File: config.mk
export PLATFORM = sky130hd
export DESIGN_NAME = sprite_motion_ctrl
export DESIGN_NICKNAME = d
export VERILOG_FILES = /design/src/rtl/sprite_motion_ctrl.sv
export SDC_FILE = /design/constraint.sdc
export NUM_CORES = 1
export LEC_CHECK = 0
export BUFFER_PORTS_ARGS = -buffer_cell sky130_fd_sc_hd__buf_2
export CAP_MARGIN = 10
export CORE_ASPECT_RATIO = 0.7
export CORE_UTILIZATION = 56
export CTS_CLUSTER_DIAMETER = 30
export DETAILED_ROUTE_END_ITERATION = 10
export GPL_TIMING_DRIVEN = 0
export PLACE_DENSITY = 0.8
export SLEW_MARGIN = 20
export SYNTH_ARGS = -nofsm -noshare
export SYNTH_HDL_FRONTEND = slang
export SYNTH_SLANG_ARGS = --single-unit
File: constraint.sdc
create_clock -name pixel_clk -period 3.4 [get_ports pixel_clk]
set_input_delay 0.17 -clock pixel_clk [delete_from_list [all_inputs] [get_ports pixel_clk]]
set_output_delay 0.17 -clock pixel_clk [all_outputs]
set_load 0.02 [all_outputs]
File: src/rtl/sprite_motion_ctrl.sv
// sprite_motion_ctrl: moves the square once per frame from tilt data during vertical blanking,
// clamping it to the visible area and reporting which edges were hit.
module sprite_motion_ctrl #(
    parameter int HLINES    = 640,
    parameter int VLINES    = 480,
    parameter int SIZE      = 40,
    parameter int FRAME_DIV = 1,
    parameter int DEADZONE  = 1
) (
    input  logic        pixel_clk,
    input  logic        rst_n,
    input  logic [10:0] hcounter,
    input  logic [10:0] vcounter,
    input  logic [9:0]  movement_data,
    input  logic        movement_valid,
    input  logic        recenter,
    output logic [10:0] h_min,
    output logic [10:0] h_max,
    output logic [10:0] v_min,
    output logic [10:0] v_max,
    output logic [3:0]  hit_edge,
    output logic        update_done
);
    localparam logic [10:0]        H_CTR    = 11'((HLINES - SIZE) / 2);
    localparam logic [10:0]        V_CTR    = 11'((VLINES - SIZE) / 2);
    localparam logic [10:0]        SZ       = 11'(SIZE);
    localparam logic signed [11:0] H_LIM    = 12'(HLINES - 1 - SIZE);
    localparam logic signed [11:0] V_LIM    = 12'(VLINES - 1 - SIZE);
    localparam logic signed [11:0] DZ       = 12'(DEADZONE);
    localparam logic [7:0]         DIV_LAST = 8'(FRAME_DIV - 1);

    typedef enum logic [2:0] {WAIT_FRAME, SAMPLE, CALC_H, CALC_V, COMMIT} state_t;

    state_t             state, state_next;
    logic [9:0]         hold, snap;
    logic [7:0]         frame_cnt;
    logic               recenter_pend;
    logic               frame_tick;
    logic signed [11:0] sx, sy, tx, ty, h_diff, v_diff;
    logic [10:0]        h_next, v_next;
    logic [1:0]         h_flags, v_flags;

    assign frame_tick = (vcounter == 11'(VLINES)) && (hcounter == 11'd0);

    // Tilt arithmetic is 12-bit signed so -16 and clamps below zero never wrap.
    always_comb begin
        snap   = movement_valid ? movement_data : hold;
        sx     = {{7{snap[9]}}, snap[9:5]};
        sy     = {{7{snap[4]}}, snap[4:0]};
        h_diff = $signed({1'b0, h_min}) - ty;
        v_diff = $signed({1'b0, v_min}) - tx;
    end

    always_ff @(posedge pixel_clk) begin
        if (!rst_n)
            state <= WAIT_FRAME;
        else
            state <= state_next;
    end

    always_comb begin
        state_next = state;
        case (state)
            WAIT_FRAME: state_next = (frame_tick && frame_cnt == DIV_LAST) ? SAMPLE : WAIT_FRAME;
            SAMPLE:     state_next = CALC_H;
            CALC_H:     state_next = CALC_V;
            CALC_V:     state_next = COMMIT;
            default:    state_next = WAIT_FRAME;
        endcase
    end

    always_comb update_done = (state == COMMIT);

    always_ff @(posedge pixel_clk) begin
        if (!rst_n) begin
            hold          <= '0;
            frame_cnt     <= '0;
            recenter_pend <= 1'b0;
            tx            <= '0;
            ty            <= '0;
            h_next        <= '0;
            v_next        <= '0;
            h_flags       <= '0;
            v_flags       <= '0;
            h_min         <= H_CTR;
            h_max         <= H_CTR + SZ;
            v_min         <= V_CTR;
            v_max         <= V_CTR + SZ;
            hit_edge      <= '0;
        end else begin
            if (movement_valid)
                hold <= movement_data;
            // A pulse landing on the commit cycle survives to the next update.
            recenter_pend <= recenter || (recenter_pend && state != COMMIT);
            if (state == WAIT_FRAME && frame_tick)
                frame_cnt <= (frame_cnt == DIV_LAST) ? 8'd0 : frame_cnt + 8'd1;
            if (state == SAMPLE) begin
                tx <= (sx <= DZ && sx >= -DZ) ? 12'sd0 : sx;
                ty <= (sy <= DZ && sy >= -DZ) ? 12'sd0 : sy;
            end
            if (state == CALC_H) begin
                h_next  <= 11'(h_diff < 0 ? 12'sd0 : (h_diff > H_LIM ? H_LIM : h_diff));
                h_flags <= {h_diff < 0, h_diff > H_LIM};
            end
            if (state == CALC_V) begin
                v_next  <= 11'(v_diff < 0 ? 12'sd0 : (v_diff > V_LIM ? V_LIM : v_diff));
                v_flags <= {v_diff < 0, v_diff > V_LIM};
            end
            if (state == COMMIT) begin
                h_min    <= recenter_pend ? H_CTR : h_next;
                h_max    <= (recenter_pend ? H_CTR : h_next) + SZ;
                v_min    <= recenter_pend ? V_CTR : v_next;
                v_max    <= (recenter_pend ? V_CTR : v_next) + SZ;
                hit_edge <= recenter_pend ? 4'd0 : {h_flags, v_flags};
            end
        end
    end
endmodule

==> impl_metrics.toml, run 1 <==
[placement]
place_hpwl_um = 10400
dp.cells = 824
place_congestion = 0.848
port_buffers = 82

[synthesis]
synth_ff_type = "dfxtp_1"
synthSimpleGateAreaFrac_pct = 22.3
synth.mux.area_fraction_pct = 2.61
synth.avg_cell_area_um2 = 8.70
synth_cell_types = 68
ys_async_sr_fraction_pct = 0
synth_edf_count = 0
synth_nets = 684
synth_compound_area_share_pct = 22.2
ys_ff_latch = 100
synth_cells = 618
ys_warn_count = 0
seq_area_frac_synth_pct = 37.2
synth_top_family_by_area = "simple AND/OR/NAND/NOR gates"
synthAdderAreaFrac_pct = 7.26
synth_area_mm2 = 0.00538
yosys.area_share.xor_xnor_pct = 4.40

[sta]
fin_crit_ns = 3.09
rsz0062_at_grt = "false"
tightest_slew_ns = 0.723
drv_slew = 0
tns_ns = 0
finalSetupViolations = 0
hold_violations = 0
slew_headroom_pct = 51.8
fin_crit_sh_pct = 90.8
max_freq_ghz = 0.324
clock_skew_ns = 0.00676

[setup_path]
worstPathRequired_ns = 3.61
end_kind = "flop"
critPathSlowestCell = "mux2i_1"
max_stage_delay_ns = 0.64
rrSetupSlack_ns = 0.31
crit_chain = "inv_1 > ha_1 > a2111o_1 > o2111a_1 > o22ai_2 > mux2i_1 > a2bb2oi_1 > o21ai_0"
reg2reg_to = "v_next[0]$_SDFFE_PN0P_"
critPathArrivalTime_ns = 3.30
start_kind = "flop"
rr_worst_depth = 8
criticalPathCategory = "reg2reg"
cp_max_fo = 9
reg2reg_from = "tx[10]$_SDFFE_PN0P_"

[min_path]
hold_depth = 3
hp-class = "in2reg"
hp-start = "recenter"
hold_path_end = "recenter_pend$_SDFF_PN0_"

[clock_tree]
cts-resized-gates = 0
postCtsHoldBufs = 0
path_clk_slew_ns = 0.07
cts.htree.levels = 3
cts_made_buffers = 9
clock_latency_ns = 0.35
cts_tree = "built"
clockBufferDepth = 2
post_cts_buffers = 0
cts.sinks = 100
cts-root-buf = "clkbuf_16"

[final_layout]
antenna_cells = 0
finalNonFillerCells = 840
final_util_pct = 68.3
area_growth_pct = 16.5
layout.nets = 777
drive_above_1_share_pct = 18.0
layout_common_cells = "100 x dfxtp_1, 85 x buf_2, 63 x nand2_1, 43 x nor2_1"
final_common_cell = "dfxtp_1"

[detailed_routing]
ant_nets = 0
num_vias = 4902
drc = 0
routed_wl_um = 13800
drt_first_pass_iters = 5
wl_per_cell_um = 16.4
vias_per_cell = 5.84
initialDrtViolationCount = 416

[pwr]
power.density_mw_per_mm2 = 380
total_power_uw = 2380
vdd_drop_max_uv = 364
p_leak_uw = 0.00254

[status]
outcome = "finished, final reports clean"

[floorplan]
start_util_pct = 58.6
coreArea_mm2 = 0.00918
io_pins = 85
num_rows = 29
floorplan.die.width_um = 119
die_h_um = 84.0
dieArea_mm2 = 0.0100

[global_routing]
antenna_found_initial = 0
grt_pass1_wl_um = 23100
grt_max_degree = 16
grt_use_total_pct = 29.3
grt_overflow_total = 0
grt_pass1_vias = 4708

[run]
drv_cap = 0
[cell families after synthesis]
logic type               count (synthesis)
multiplexers                            13
XOR/XNOR                                27
flip-flops                             100
AO/OA/AOI/OAI                          166
buffers and inverters                   51
AND/OR/NAND/NOR                        231
adder cells (fa/ha/maj)                 30
[final cells by class]
type / instances / area (um^2)
flip-flops and latches: 100 / 2000
inverters: 20 / 75.1
clock inverters: 3 / 42.5
fillers: 745 / 2910
repair buffers: 82 / 410
multi-input cells: 467 / 3160
plain buffers: 31 / 143
well taps: 124 / 155
clock buffers: 13 / 280
[worst max-delay path, delay by kind of cell, from the launching register on]
family	cells	cell delay (ns)
flops	1	0.40
compound gates	5	1.30
buf+inv	1	0.20
fa+ha+maj	1	0.42
mux	1	0.64
[state kept, by name, summed over array words and instances, names as in the netlist, 4 cells and up]
| signal | flops |
|---|---|
| frame_cnt | 8 |
| h_max | 8 |
| h_min | 11 |
| h_next | 11 |
| hit_edge | 4 |
| hold | 10 |
| tx | 5 |
| ty | 5 |
| v_max | 8 |
| v_min | 11 |
| v_next | 11 |
[stage by stage]
stage                     hold slack, ns  setup WS [ns]  area (um^2)
after global routing               0.114         0.0977         6270
after detailed placement           0.446          0.342         5940
after floorplan                    0.309          0.845         5380
final                             0.0932          0.312         6270
after global placement             0.425          0.416         5940
after CTS                         0.0846          0.344         6270
[worst max path at each step]
stage	slack, ns	endpoint	startpoint	cells after the start
global route	0.1	v_next[0]$_SDFFE_PN0P_	tx[10]$_SDFFE_PN0P_	8
global placement	0.42	v_next[0]$_SDFFE_PN0P_	tx[10]$_SDFFE_PN0P_	8
CTS	0.34	v_next[0]$_SDFFE_PN0P_	tx[10]$_SDFFE_PN0P_	8
floorplan	0.85	h_next[6]$_SDFFE_PN0N_	h_min[0]$_SDFFE_PN0P_	11
finish	0.31	v_next[0]$_SDFFE_PN0P_	tx[10]$_SDFFE_PN0P_	8
detailed placement	0.34	v_next[0]$_SDFFE_PN0P_	tx[10]$_SDFFE_PN0P_	8
[Yosys cell counts, drive strengths merged, types with 12 or more instances]
cell type,number,area [um^2]
dfxtp,100,2000
nand2,63,236
nor2,43,161
o21ai,31,159
a21oi,29,156
ha,28,350
nor2b,25,156
a21boi,23,173
inv,20,75.1
clkbuf,19,71.3
and2,18,113
nand3b,17,128
a22oi,16,120
nand3,15,75.1
xnor2,15,131
buf,12,71.3
xor2,12,105
[power by group]
group / internal (uW) / total [uW] / switching, uW / leakage [uW]
sequential: 1180 / 1180 / 3.31 / 0.000808
clock: 649 / 1090 / 436 / 0.000158
combinational: 50.4 / 116 / 65.7 / 0.00158
[layer usage]
metal  up-vias  part of all wire (%)  GRT usage, %
met4         0                   1.6          11.0
met1      2278                    46          39.8
met2       213                    44          45.3
li1       2391                     -             -
met3        20                   8.2          6.63
met5         -                     0             0
Note: power is estimated with default switching activity, not from simulation.
==> run 2: changes to the inputs <==
BUFFER_PORTS_ARGS = -buffer_cell sky130_fd_sc_hd__clkbuf_2   (was -buffer_cell sky130_fd_sc_hd__buf_2)
==> run 2 against run 1 <==
Net effect:
- hold slack got worse by 0.0055 ns
- clock skew down 0.00066 ns
- total power down 1.9%
- clock power down 5%
- critical path type unchanged
- combinational power about the same
- non-clock buffer count unchanged
==> impl_metrics.toml, run 2 (synthesis results as in run 1) <==
[setup_path]
reg2reg_from = "tx[10]$_SDFFE_PN0P_"
worstPathRequired_ns = 3.61
crit_family = "compound AO/OA/AOI/OAI gates"
reg2reg_to = "v_next[0]$_SDFFE_PN0P_"
criticalPathCategory = "reg2reg"
rrSetupSlack_ns = 0.24
start_kind = "flop"
worstSetupStartpoint = "tx[10]$_SDFFE_PN0P_"
critPathSlowestCell = "mux2i_1"
critPathArrivalTime_ns = 3.37
end_kind = "flop"
max_stage_delay_ns = 0.68
path_buf_inv = 1
rr_worst_depth = 8
cp_max_fo = 9
crit_chain = "inv_1 > ha_1 > a2111o_1 > o2111a_1 > o22ai_2 > mux2i_1 > a2bb2oi_1 > o21ai_0"

[final_layout]
seqCellArea_mm2 = 0.00200
drive_above_1_share_pct = 18.0
multiInputGateArea_mm2 = 0.00316
layout.nets = 777
area_growth_pct = 16.1
final_common_cell = "dfxtp_1"
antenna_cells = 0
fillers = 782
finalNonFillerCells = 840
layout_common_cells = "100 x dfxtp_1, 82 x clkbuf_2, 63 x nand2_1, 43 x nor2_1"

[detailed_routing]
initialDrtViolationCount = 306
num_vias = 5019
routed_wl_um = 13800
drc = 0
vias_per_cell = 5.98
drt_first_pass_iters = 7
ant_nets = 0
wl_per_cell_um = 16.4

[placement]
port_buffers = 82
dp.cells = 824
place_hpwl_um = 10300
place_congestion = 0.848

[clock_tree]
cts.sinks = 100
cts-root-buf = "clkbuf_16"
clock_latency_ns = 0.35
cts-resized-gates = 0
post_cts_buffers = 0
cts_tree = "built"
cts_made_buffers = 9
cts.htree.levels = 3
postCtsHoldBufs = 0
clockBufferDepth = 2
path_clk_slew_ns = 0.07

[floorplan]
start_util_pct = 58.6
io_pins = 85
die_h_um = 84.0
dieArea_mm2 = 0.0100
coreArea_mm2 = 0.00918
num_rows = 29
floorplan.die.width_um = 119

[sta]
fin_crit_sh_pct = 92.9
finalSetupViolations = 0
max_freq_ghz = 0.317
rsz0062_at_grt = "false"
tightest_slew_ns = 0.728
tns_ns = 0
drv_slew = 0
slew_headroom_pct = 50.1
hold_violations = 0
clock_skew_ns = 0.00610
fin_crit_ns = 3.16

[min_path]
hp-class = "in2reg"
hp-start = "recenter"
hold_depth = 3
hold_path_end = "recenter_pend$_SDFF_PN0_"

[status]
outcome = "finished, final reports clean"

[global_routing]
grt_pass1_wl_um = 22300
grt_use_total_pct = 28.3
antenna_found_initial = 0
grt_overflow_total = 0
grt_pass1_vias = 4666
grt_max_degree = 16

[run]
drv_cap = 0

[pwr]
p_leak_uw = 0.00254
power.density_mw_per_mm2 = 374
vdd_drop_max_uv = 251
total_power_uw = 2340
==> run 2: changes by cell type in the layout (fill, tap and decap cells not counted), sizes merged <==
cell      before  now
clkinv         1    4
clkbuf        32  112
buf           94   12
clkinvlp       1    0
==> run 2: worst max-delay path by stage <==
stage,to,slack [ns],cells after the start
after floorplan,h_next[6]$_SDFFE_PN0N_,0.85,11
after global placement,v_next[0]$_SDFFE_PN0P_,0.42,8
after detailed placement,v_next[0]$_SDFFE_PN0P_,0.37,8
after CTS,v_next[0]$_SDFFE_PN0P_,0.33,8
after global routing,v_next[0]$_SDFFE_PN0P_,0.13,8
final,v_next[0]$_SDFFE_PN0P_,0.24,8
==> run 2: area by class of cell <==
type	instances	share of cell area (%)
Clock buffer	11	4.05
Clock inverter	5	0.801
Sequential cell	100	32.0
Buffer	31	2.28
Timing Repair Buffer	82	6.57
Tap cell	124	2.48
Multi-Input combinational cell	467	50.6
Inverter	20	1.20
==> run 2: routing by layer <==
| metal | track usage [%] | up-vias | wire length [um] |
|---|---|---|---|
| li1 | - | 2394 | - |
| met1 | 37.5 | 2363 | 6350 |
| met2 | 44.3 | 232 | 6050 |
| met3 | 7.92 | 30 | 1130 |
| met4 | 9.21 | 0 | 281 |
| met5 | 0 | - | 0 |
==> run 2: where the power goes <==
group	total [uW]	switching (uW)	internal [uW]
clock	1040	436	605
combinational	116	65.1	50.5
sequential	1180	3.48	1180
==> run 2: stage by stage <==
stage / hold slack (ns) / utilization, % / instance area [um^2] / setup WS [ns]
after floorplan: 0.309 / - / 5380 / 0.845
after global placement: 0.428 / 64.8 / 5940 / 0.418
after detailed placement: 0.438 / 64.8 / 5940 / 0.375
after CTS: 0.0810 / 68.1 / 6250 / 0.332
after global routing: 0.136 / 68.1 / 6250 / 0.128
final: 0.0877 / 68.1 / 6250 / 0.241
==> run 2: worst reg2reg max path, stage by stage (launching register included) <==
cell and delay, ns:
dfxtp_1 0.39, inv_1 0.19, ha_1 0.42, a2111o_1 0.43, o2111a_1 0.29, o22ai_2 0.32
mux2i_1 0.68, a2bb2oi_1 0.18, o21ai_0 0.09
